==> src/rtl/mem_arbiter.sv <==
// mem_arbiter: grants one of two read requesters access to a combinational-read memory.
// Define ARB_FIXED_PRIO_EN so requester 0 wins every tie; the default is round-robin.
module mem_arbiter #(
    parameter int ADDR_W      = 8,
    parameter int DATA_W      = 8,
    parameter int WAIT_CYCLES = 1
) (
    input  logic              clk,
    input  logic              rst,
    input  logic              req0,
    input  logic [ADDR_W-1:0] addr0,
    output logic              ack0,
    input  logic              req1,
    input  logic [ADDR_W-1:0] addr1,
    output logic              ack1,
    output logic [DATA_W-1:0] rdata,
    output logic              busy,
    output logic [ADDR_W-1:0] mem_addr,
    input  logic [DATA_W-1:0] mem_data
);
    // state  | meaning
    // IDLE   | no access in flight; arbitrate on every edge
    // ACCESS | mem_addr held, wait counter running down to zero
    // RESP   | one-cycle ack for the granted requester

    localparam logic [3:0] CNT_LOAD = 4'(WAIT_CYCLES - 1);

    typedef enum logic [1:0] {
        IDLE   = 2'd0,
        ACCESS = 2'd1,
        RESP   = 2'd2
    } state_t;

    state_t            state;
    state_t            stateNext;
    logic [3:0]        cnt;
    logic [3:0]        cntNext;
    logic              grant;
    logic              grantNext;
    logic              lastGrant;
    logic              lastGrantNext;
    logic              pick;
    logic [ADDR_W-1:0] memAddrNext;
    logic [DATA_W-1:0] rdataNext;
    logic              ack0Next;
    logic              ack1Next;

`ifdef ARB_FIXED_PRIO_EN
    assign pick = ~req0;
`else
    // On a tie the requester that was not served last goes next.
    assign pick = (req0 && req1) ? ~lastGrant : req1;
`endif

    assign busy = (state != IDLE);

    always_ff @(posedge clk or posedge rst) begin
        if (rst) begin
            state     <= IDLE;
            cnt       <= '0;
            grant     <= 1'b0;
            lastGrant <= 1'b1;
            mem_addr  <= '0;
            rdata     <= '0;
            ack0      <= 1'b0;
            ack1      <= 1'b0;
        end else begin
            state     <= stateNext;
            cnt       <= cntNext;
            grant     <= grantNext;
            lastGrant <= lastGrantNext;
            mem_addr  <= memAddrNext;
            rdata     <= rdataNext;
            ack0      <= ack0Next;
            ack1      <= ack1Next;
        end
    end

    always_comb begin
        stateNext     = state;
        cntNext       = cnt;
        grantNext     = grant;
        lastGrantNext = lastGrant;
        memAddrNext   = mem_addr;
        rdataNext     = rdata;
        ack0Next      = 1'b0;
        ack1Next      = 1'b0;
        case (state)
            IDLE: begin
                if (req0 || req1) begin
                    grantNext   = pick;
                    memAddrNext = pick ? addr1 : addr0;
                    cntNext     = CNT_LOAD;
                    stateNext   = ACCESS;
                end
            end
            ACCESS: begin
                if (cnt != 4'd0) begin
                    cntNext = cnt - 4'd1;
                end else begin
                    rdataNext     = mem_data;
                    ack0Next      = ~grant;
                    ack1Next      = grant;
                    lastGrantNext = grant;
                    stateNext     = RESP;
                end
            end
            RESP: begin
                stateNext = IDLE;
            end
            default: begin
                stateNext = IDLE;
            end
        endcase
    end

endmodule
==> config.mk <==
export PLATFORM = sky130hd
export DESIGN_NAME = mem_arbiter
export DESIGN_NICKNAME = d
export VERILOG_FILES = /design/src/rtl/mem_arbiter.sv
export SDC_FILE = /design/constraint.sdc
export NUM_CORES = 1
export LEC_CHECK = 0
export CAP_MARGIN = 20
export CORE_MARGIN = 2
export CORE_UTILIZATION = 35
export DETAILED_ROUTE_END_ITERATION = 6
export GPL_TIMING_DRIVEN = 0
export PLACE_DENSITY = 0.75
export SETUP_SLACK_MARGIN = 0.02
export SLEW_MARGIN = 20
export SYNTH_ARGS = -nofsm -noshare
export SYNTH_HDL_FRONTEND = slang
export SYNTH_SLANG_ARGS = --single-unit
==> constraint.sdc <==
create_clock -name clk -period 1.65 [get_ports clk]
set_input_delay 0.165 -clock clk [delete_from_list [all_inputs] [get_ports clk]]
set_output_delay 0.165 -clock clk [all_outputs]
set_load 0.005 [all_outputs]
After elaboration in Yosys (flattened, before gate mapping)
Index checks and enable logic that the tools add are counted.
- logic and storage cells: 38
- output and inout port bits: 19
- input port bits: 28
- register bits after elaboration: 26
- reduce and logical (&&, ||, !) cells: 10
- add/subtract/negate cells: 1
- equality and inequality tests: 4
- muxes and demuxes: 12
- bitwise operators: 3
- operator list (cell ; number):
    4-bit two-way mux ; 2
    8-bit two-way mux ; 1
    4-bit one-hot mux with 2 select lines ; 1
    2-bit != test (second input constant) ; 3
    2-bit AND reduction ; 3
    1-bit two-way mux ; 5
    2-bit two-way mux ; 2
    2-bit one-hot mux with 2 select lines ; 1
    2-bit nonzero test ; 2
    4-bit nonzero test ; 1
    4-bit by 1-bit subtractor with 4-bit output (second input constant) ; 1
    1-bit NOT ; 3
    3-bit AND reduction ; 1
    2-bit by 1-bit == test with 1-bit output (second input constant) ; 1
    2-bit zero test ; 1
    1-bit logical AND ; 1
    1-bit logical OR ; 1

Logic depth before layout (Yosys ltp)
Gate-level depths: netlist of run 1.
- word-level depth: 3
- mapped depth: 6
- mapped depth without buffers: 5

Least setup slack after synthesis of run 1
OpenSTA, ideal clock, no wires.
- kind: register to register
- start: register cnt[0]
- end: register rdata[0]
- stages on the path, launching flop included: 7
- arrival time: 1.389 ns
- period minus slack after synthesis: 1.514 ns
- buffers on the path: 1
- required time: 1.525 ns
- path slack: 0.136 ns
- cell sequence: dfrtp_1 -> inv_1 -> ha_1 -> nor3b_2 -> nand2_2 -> buf_6 -> mux2_4
- cells in the longest elaborated chain, start to end: 3
- ends and longest elaborated chain (item ; RTL line ; RTL):
    start, declared ; 36 ; logic [3:0] cnt;
    start signal, assigned ; 69 ; cnt <= cntNext;
    4-bit nonzero test ; 98 ; if (cnt != 4'd0) begin
    1-bit NOT (no line) ; -- ;
    2-bit AND reduction (no line) ; -- ;
    end signal, assigned ; 73 ; rdata <= rdataNext;
    end, declared ; 16 ; output logic [DATA_W-1:0] rdata,
Every way passes these cells.
A chain may end at the register's enable or synchronous reset.

Final worst setup path of run 1
- start: register cnt[1]
- end: register rdata[4]
Same word-level chain as after synthesis.

==> impl_metrics.json, run 1 <==
{
  "place.gp.congestion": 0.816,
  "maxSlewHeadroom": 0.678,
  "synth_area_um2": 1200,
  "yosys.cell_count.top_type": "dfrtp_1",
  "cts_tree": "done",
  "drc": 0,
  "die_w_um": 62.6,
  "path_max_fanout": 10,
  "wl_mm": 2.88,
  "period_needed_ps": 1630,
  "p_leak_uw": 0.000821,
  "io_buffers": 46,
  "synth_area_per_cell_um2": 11.4,
  "placementRows": 21,
  "grt_max_degree": 27,
  "fin_ws_ps": 22.0,
  "finalMaxSlewViolations": 0,
  "num_vias": 999,
  "cp-end-kind": "register",
  "grt_usage": 0.150,
  "crit_type": "register to register",
  "grt_pass1_wl_mm": 4.81,
  "synth_common_cells": "dfrtp_1, nand2_1, a21oi_1, a31oi_1, mux2_4",
  "nets": 195,
  "initialDrtViolationCount": 68,
  "ys_seq_area_frac": 0.542,
  "total_power_uw": 3190,
  "ctsHoldBuffers": 0,
  "io_pins": 47,
  "clock-root-buffer": "clkbuf_4",
  "clk_latency_ps": 310,
  "antenna_found_initial": 0,
  "ys_ff_latch": 26,
  "drive_gt1_frac": 0.213,
  "crit_required_ps": 1860,
  "setup_violations": 0,
  "status": "finished clean",
  "reg2reg_slack_ps": 20,
  "clock_sinks": 26,
  "n_antenna_cell": 0,
  "whs_ps": 155,
  "hold_path.class": "input pin to asynchronous set/reset pin",
  "initial_core_util": 0.364,
  "drv_cap": 0,
  "crit_family": "flip-flops",
  "gr-total-overflow": 0,
  "startpoint_type": "register",
  "arrival_ps": 1840,
  "synth_area_leaders": "dfrtp_1, mux2_4, nand2_1",
  "crit_chain": "inv_1 > ha_2 > nor3b_4 > nand2_2 > buf_6 > mux2_4",
  "dpl_worst_slack_ps": -1.96,
  "antenna_left": 0,
  "syn_nets": 136,
  "dpl.hpwl_mm": 2.06,
  "finalCritPeriodShare": 0.987,
  "max_clock_freq_mhz": 614,
  "numPlacedInstances": 198,
  "clockBufferDepth": 2,
  "yosysWarnings": 0,
  "yosysTopAreaCell": "dfrtp_1",
  "path_buf_inv": 2,
  "first_global_vias": 1065,
  "hold_viol": 0,
  "numCtsBuffers": 3,
  "die_h_um": 62.6,
  "yosys.cell_types.count": 31,
  "h-tree-depth": 1,
  "cpMaxStageDelayCell": "dfrtp_1",
  "slowest_delay_ps": 430,
  "ir_drop_mv": 0.946,
  "syn-instance-count": 106,
  "drt_first_pass_iters": 4,
  "synth_edf_count": 0,
  "wire_per_inst_um": 13.7,
  "synth_top_area_share": 0.520,
  "post-route-util": 0.557,
  "cts.reportedPaths.clkPinSlew_ps": 140,
  "fin_worst_skew_ps": 3.60,
  "worstMarginPinSlew_ps": 483,
  "cellPowerDensity_nw_per_um2": 1730,
  "final_cells": 210,
  "die_area_um2": 3920,
  "synth_ff_type": "dfrtp_1",
  "core-area_um2": 3310,
  "ys_async_sr_fraction": 1.00,
  "syn_to_final_growth_pct": 53.1,
  "viasPerCell": 4.76
}
-- metal layers --
| metal | GRT usage | share of wire |
|---|---|---|
| met5 | 0 | 0 |
| met4 | 0.0417 | 0.0080 |
| met3 | 0.0360 | 0.054 |
| met2 | 0.255 | 0.53 |
| met1 | 0.191 | 0.41 |
-- layout by cell type, fill, tap and decap left out, types with 2 or more instances in the layout --
master	netlist	layout
a21oi_1	9	9
nor2_1	3	3
buf_2	2	2
inv_1	6	6
clkbuf_4	0	3
clkdlybuf4s50_1	0	45
nor3_1	2	2
a31oi_1	8	8
o21ai_0	2	2
o22ai_1	2	2
dfrtp_1	25	24
nor2_4	2	2
mux2_4	7	7
buf_4	0	7
mux2_2	3	3
nand2_1	16	16
-- cells by family (layout without fill, tap and decap cells) --
logic type,Yosys count,count (layout),synth area share
and+or+nand+nor,30,30,0.132
AOI/OAI and AO/OA,27,27,0.142
DFF,26,26,0.542
muxes,11,11,0.124
buffers and inverters,10,68,0.0395
adders and majority gates,2,2,0.0208
-- path summary, 6_finish.rpt --
path	from	end	cells past startpoint
min in group clk	addr0[5]	mem_addr[5]	3
max reg2reg	cnt[1]	rdata[4]	6
max	cnt[1]	rdata[4]	6
min	rst	state[1]	2
max in group asynchronous	rst	lastGrant	3
min reg2reg	grant	ack0	1
-- metrics by stage --
| step | cell area [um2] | setup TNS, ps |
|---|---|---|
| 2_1_floorplan | 1200 | 0 |
| 3_3_place_gp | 1720 | 0 |
| 3_5_place_dp | 1720 | -2.46 |
| 4_1_cts | 1780 | 0 |
| 5_1_grt | 1840 | -261 |
| 6_report | 1840 | 0 |
-- report_power, final --
part	leakage, uW	total [uW]	internal, uW	switching, uW
Clock	0.0000150	274	94.3	179
Sequential	0.000310	1150	951	198
Combinational	0.000496	1770	1090	680
Total	0.000821	3190	2140	1060
-- registers in the layout, summed over array words and instances (netlist names) --
register	count
grant	1
rdata	8
ack0	1
state	2
mem_addr	8
lastGrant	1
cnt	4
ack1	1
-- what timing repair did --
item	4_1_cts	5_1_grt
pin swaps	1	1
endpoints found under the setup margin	8	8
buffers inserted	3	4
gates resized for setup	1	4
-- cell type report --
type                            count  area, um2
Clock buffer                        4       26.3
Fill cell                         293       1470
Timing Repair Buffer               54        543
Tap cell                           46       57.6
Multi-Input combinational cell     70        513
Inverter                            7       28.8
Buffer                              3       21.3
Sequential cell                    26        653
No activity file was read; power rests on OpenSTA's default activity.
==> run 2, diff against run 1 <==
- CELL_PAD_IN_SITES_DETAIL_PLACEMENT: not set -> 0
- CELL_PAD_IN_SITES_GLOBAL_PLACEMENT: not set -> 2
- CORE_ASPECT_RATIO: not set -> 1.25
- CORE_UTILIZATION: 35 -> 26
- PLACE_DENSITY: 0.75 -> 0.87
==> run 2 against run 1 <==
  * Sequential cell count is the same
  * Die area rose by 32%
  * Register-to-register slack improved by 120 ps
  * Largest power group unchanged
  * Utilization is 14 points lower
  * Highest routed layer unchanged
  * Sequential share of layout area is 0.21 points higher
  * Worst setup slack gained 69 ps
  * Design area is 0.41% lower
  * Critical path depth shrank 3
  * Hold slack better by 94 ps
==> impl_metrics.json, run 2 (synthesis results as in run 1) <==
{
  "status": "finished clean",
  "whs_ps": 249,
  "clock-root-buffer": "clkbuf_8",
  "p_leak_uw": 0.000793,
  "n_antenna_cell": 0,
  "io_buffers": 46,
  "placementRows": 27,
  "wl_mm": 2.88,
  "crit_chain": "nor2_4 > inv_2 > clkdlybuf4s50_1",
  "fin_worst_skew_ps": 3.42,
  "arrival_ps": 1390,
  "viasPerCell": 4.51,
  "reg2reg_from": "cnt[0]",
  "crit_type": "register to output pin",
  "initialDrtViolationCount": 7,
  "nets": 190,
  "dpl.hpwl_mm": 2.08,
  "h-tree-depth": 1,
  "ctsHoldBuffers": 0,
  "largest_registers": "mem_addr x8, rdata x8, cnt x4",
  "die_area_um2": 5190,
  "worstMarginPinSlew_ps": 557,
  "antenna_found_initial": 0,
  "syn_to_final_growth_pct": 52.5,
  "max_clock_freq_mhz": 641,
  "initial_core_util": 0.272,
  "finalCritPeriodShare": 0.945,
  "setup_violations": 0,
  "rsz0062_at_grt": "no",
  "layout_commonest_cell": "clkdlybuf4s50_1",
  "startpoint_type": "register",
  "gr-total-overflow": 0,
  "numCtsBuffers": 3,
  "path_max_fanout": 5,
  "fill_cells": 433,
  "drt_first_pass_iters": 4,
  "clockBufferDepth": 2,
  "cellPowerDensity_nw_per_um2": 1790,
  "place.gp.congestion": 0.725,
  "drc": 0,
  "cpMaxStageDelayCell": "dfrtp_2",
  "slowest_delay_ps": 450,
  "die_h_um": 80.1,
  "crit_required_ps": 1480,
  "antenna_left": 0,
  "maxSlewHeadroom": 0.628,
  "drv_cap": 0,
  "hold_path.class": "input pin to asynchronous set/reset pin",
  "grt_max_degree": 27,
  "crit_start": "state[1]",
  "finalMaxSlewViolations": 0,
  "period_needed_ps": 1560,
  "grt_pass1_wl_mm": 4.68,
  "ir_drop_mv": 0.508,
  "wire_per_inst_um": 13.3,
  "first_global_vias": 1002,
  "clock_sinks": 26,
  "io_pins": 47,
  "core-area_um2": 4430,
  "drive_gt1_frac": 0.220,
  "mostFrequentLayoutCells": "clkdlybuf4s50_1, dfrtp_1, nand2_1",
  "fin_setup_tns_ps": 0,
  "die_w_um": 64.9,
  "clk_latency_ps": 280,
  "cts_tree": "done",
  "num_vias": 979,
  "reg2reg_slack_ps": 140,
  "cp-end-kind": "output pin",
  "grt_usage": 0.120,
  "cts.reportedPaths.clkPinSlew_ps": 90,
  "hold_viol": 0
}
-- run 2: cell count changes in the layout (fill, tap and decap cells not counted), sizes merged --
cell	delta
clkdlybuf4s50	+1
buf	-5
dlymetal6s2s	-1
-- run 2: cell type report --
cell class                      instances  area [um2]  area share
Buffer                                  3        21.3      0.0116
Clock buffer                            4        55.1      0.0300
Inverter                                7        26.3      0.0143
Multi-Input combinational cell         70         523       0.285
Sequential cell                        26         654       0.357
Tap cell                               58        72.6      0.0395
Timing Repair Buffer                   49         483       0.263
-- run 2: final timing paths --
kind / to / cells past startpoint
max: busy / 3
min: cnt[2] / 2
max reg2reg: rdata[3] / 6
min reg2reg: ack0 / 1
max in group asynchronous: state[1] / 2
min in group clk: mem_addr[3] / 3
-- run 2: metal layers --
| metal | GRT usage | share of wire | up-vias |
|---|---|---|---|
| li1 | - | - | 473 |
| met2 | 0.201 | 0.52 | 25 |
| met4 | 0.0681 | 0.024 | 0 |
| met1 | 0.142 | 0.41 | 476 |
| met3 | 0.0266 | 0.051 | 5 |
| met5 | 0 | 0 | - |
-- run 2: worst max-delay path, delay by kind of cell (launching register included) --
kind	cells	cell delay, ps
buffers and inverters	2	530
AND/OR/NAND/NOR	1	140
flip-flops	1	450
-- run 2: power breakdown --
| group | switching (uW) | internal (uW) | total, uW |
|---|---|---|---|
| clock | 211 | 214 | 425 |
| combinational | 650 | 1040 | 1690 |
| sequential | 207 | 954 | 1160 |
-- run 2: stage by stage --
stage | setup slack, ps | area [um2] | util | cells | power (uW)
2_1_floorplan | 136 | 1200 | - | 106 | 2020
3_3_place_gp | 34.4 | 1740 | 0.392 | 210 | 2720
3_5_place_dp | 15.3 | 1740 | 0.392 | 210 | 2760
4_1_cts | 34.8 | 1810 | 0.410 | 216 | 3270
5_1_grt | 29.2 | 1840 | 0.415 | 217 | 3530
6_report | 91.1 | 1840 | 0.415 | 217 | 3280
-- run 2: what timing repair did --
| action | in CTS | in global routing |
|---|---|---|
| hold endpoints to repair | 0 | 0 |
| setup buffers | 2 | 1 |
| gates resized for setup | 1 | 6 |
| endpoints found under the setup margin | 7 | 8 |
| pin swaps | 1 | 2 |
==> run 3, diff against run 2 <==
- SLEW_MARGIN: 20 -> 30
==> results of run 3 <==
The final DEF is identical to that of run 2; final timing and power are the same.
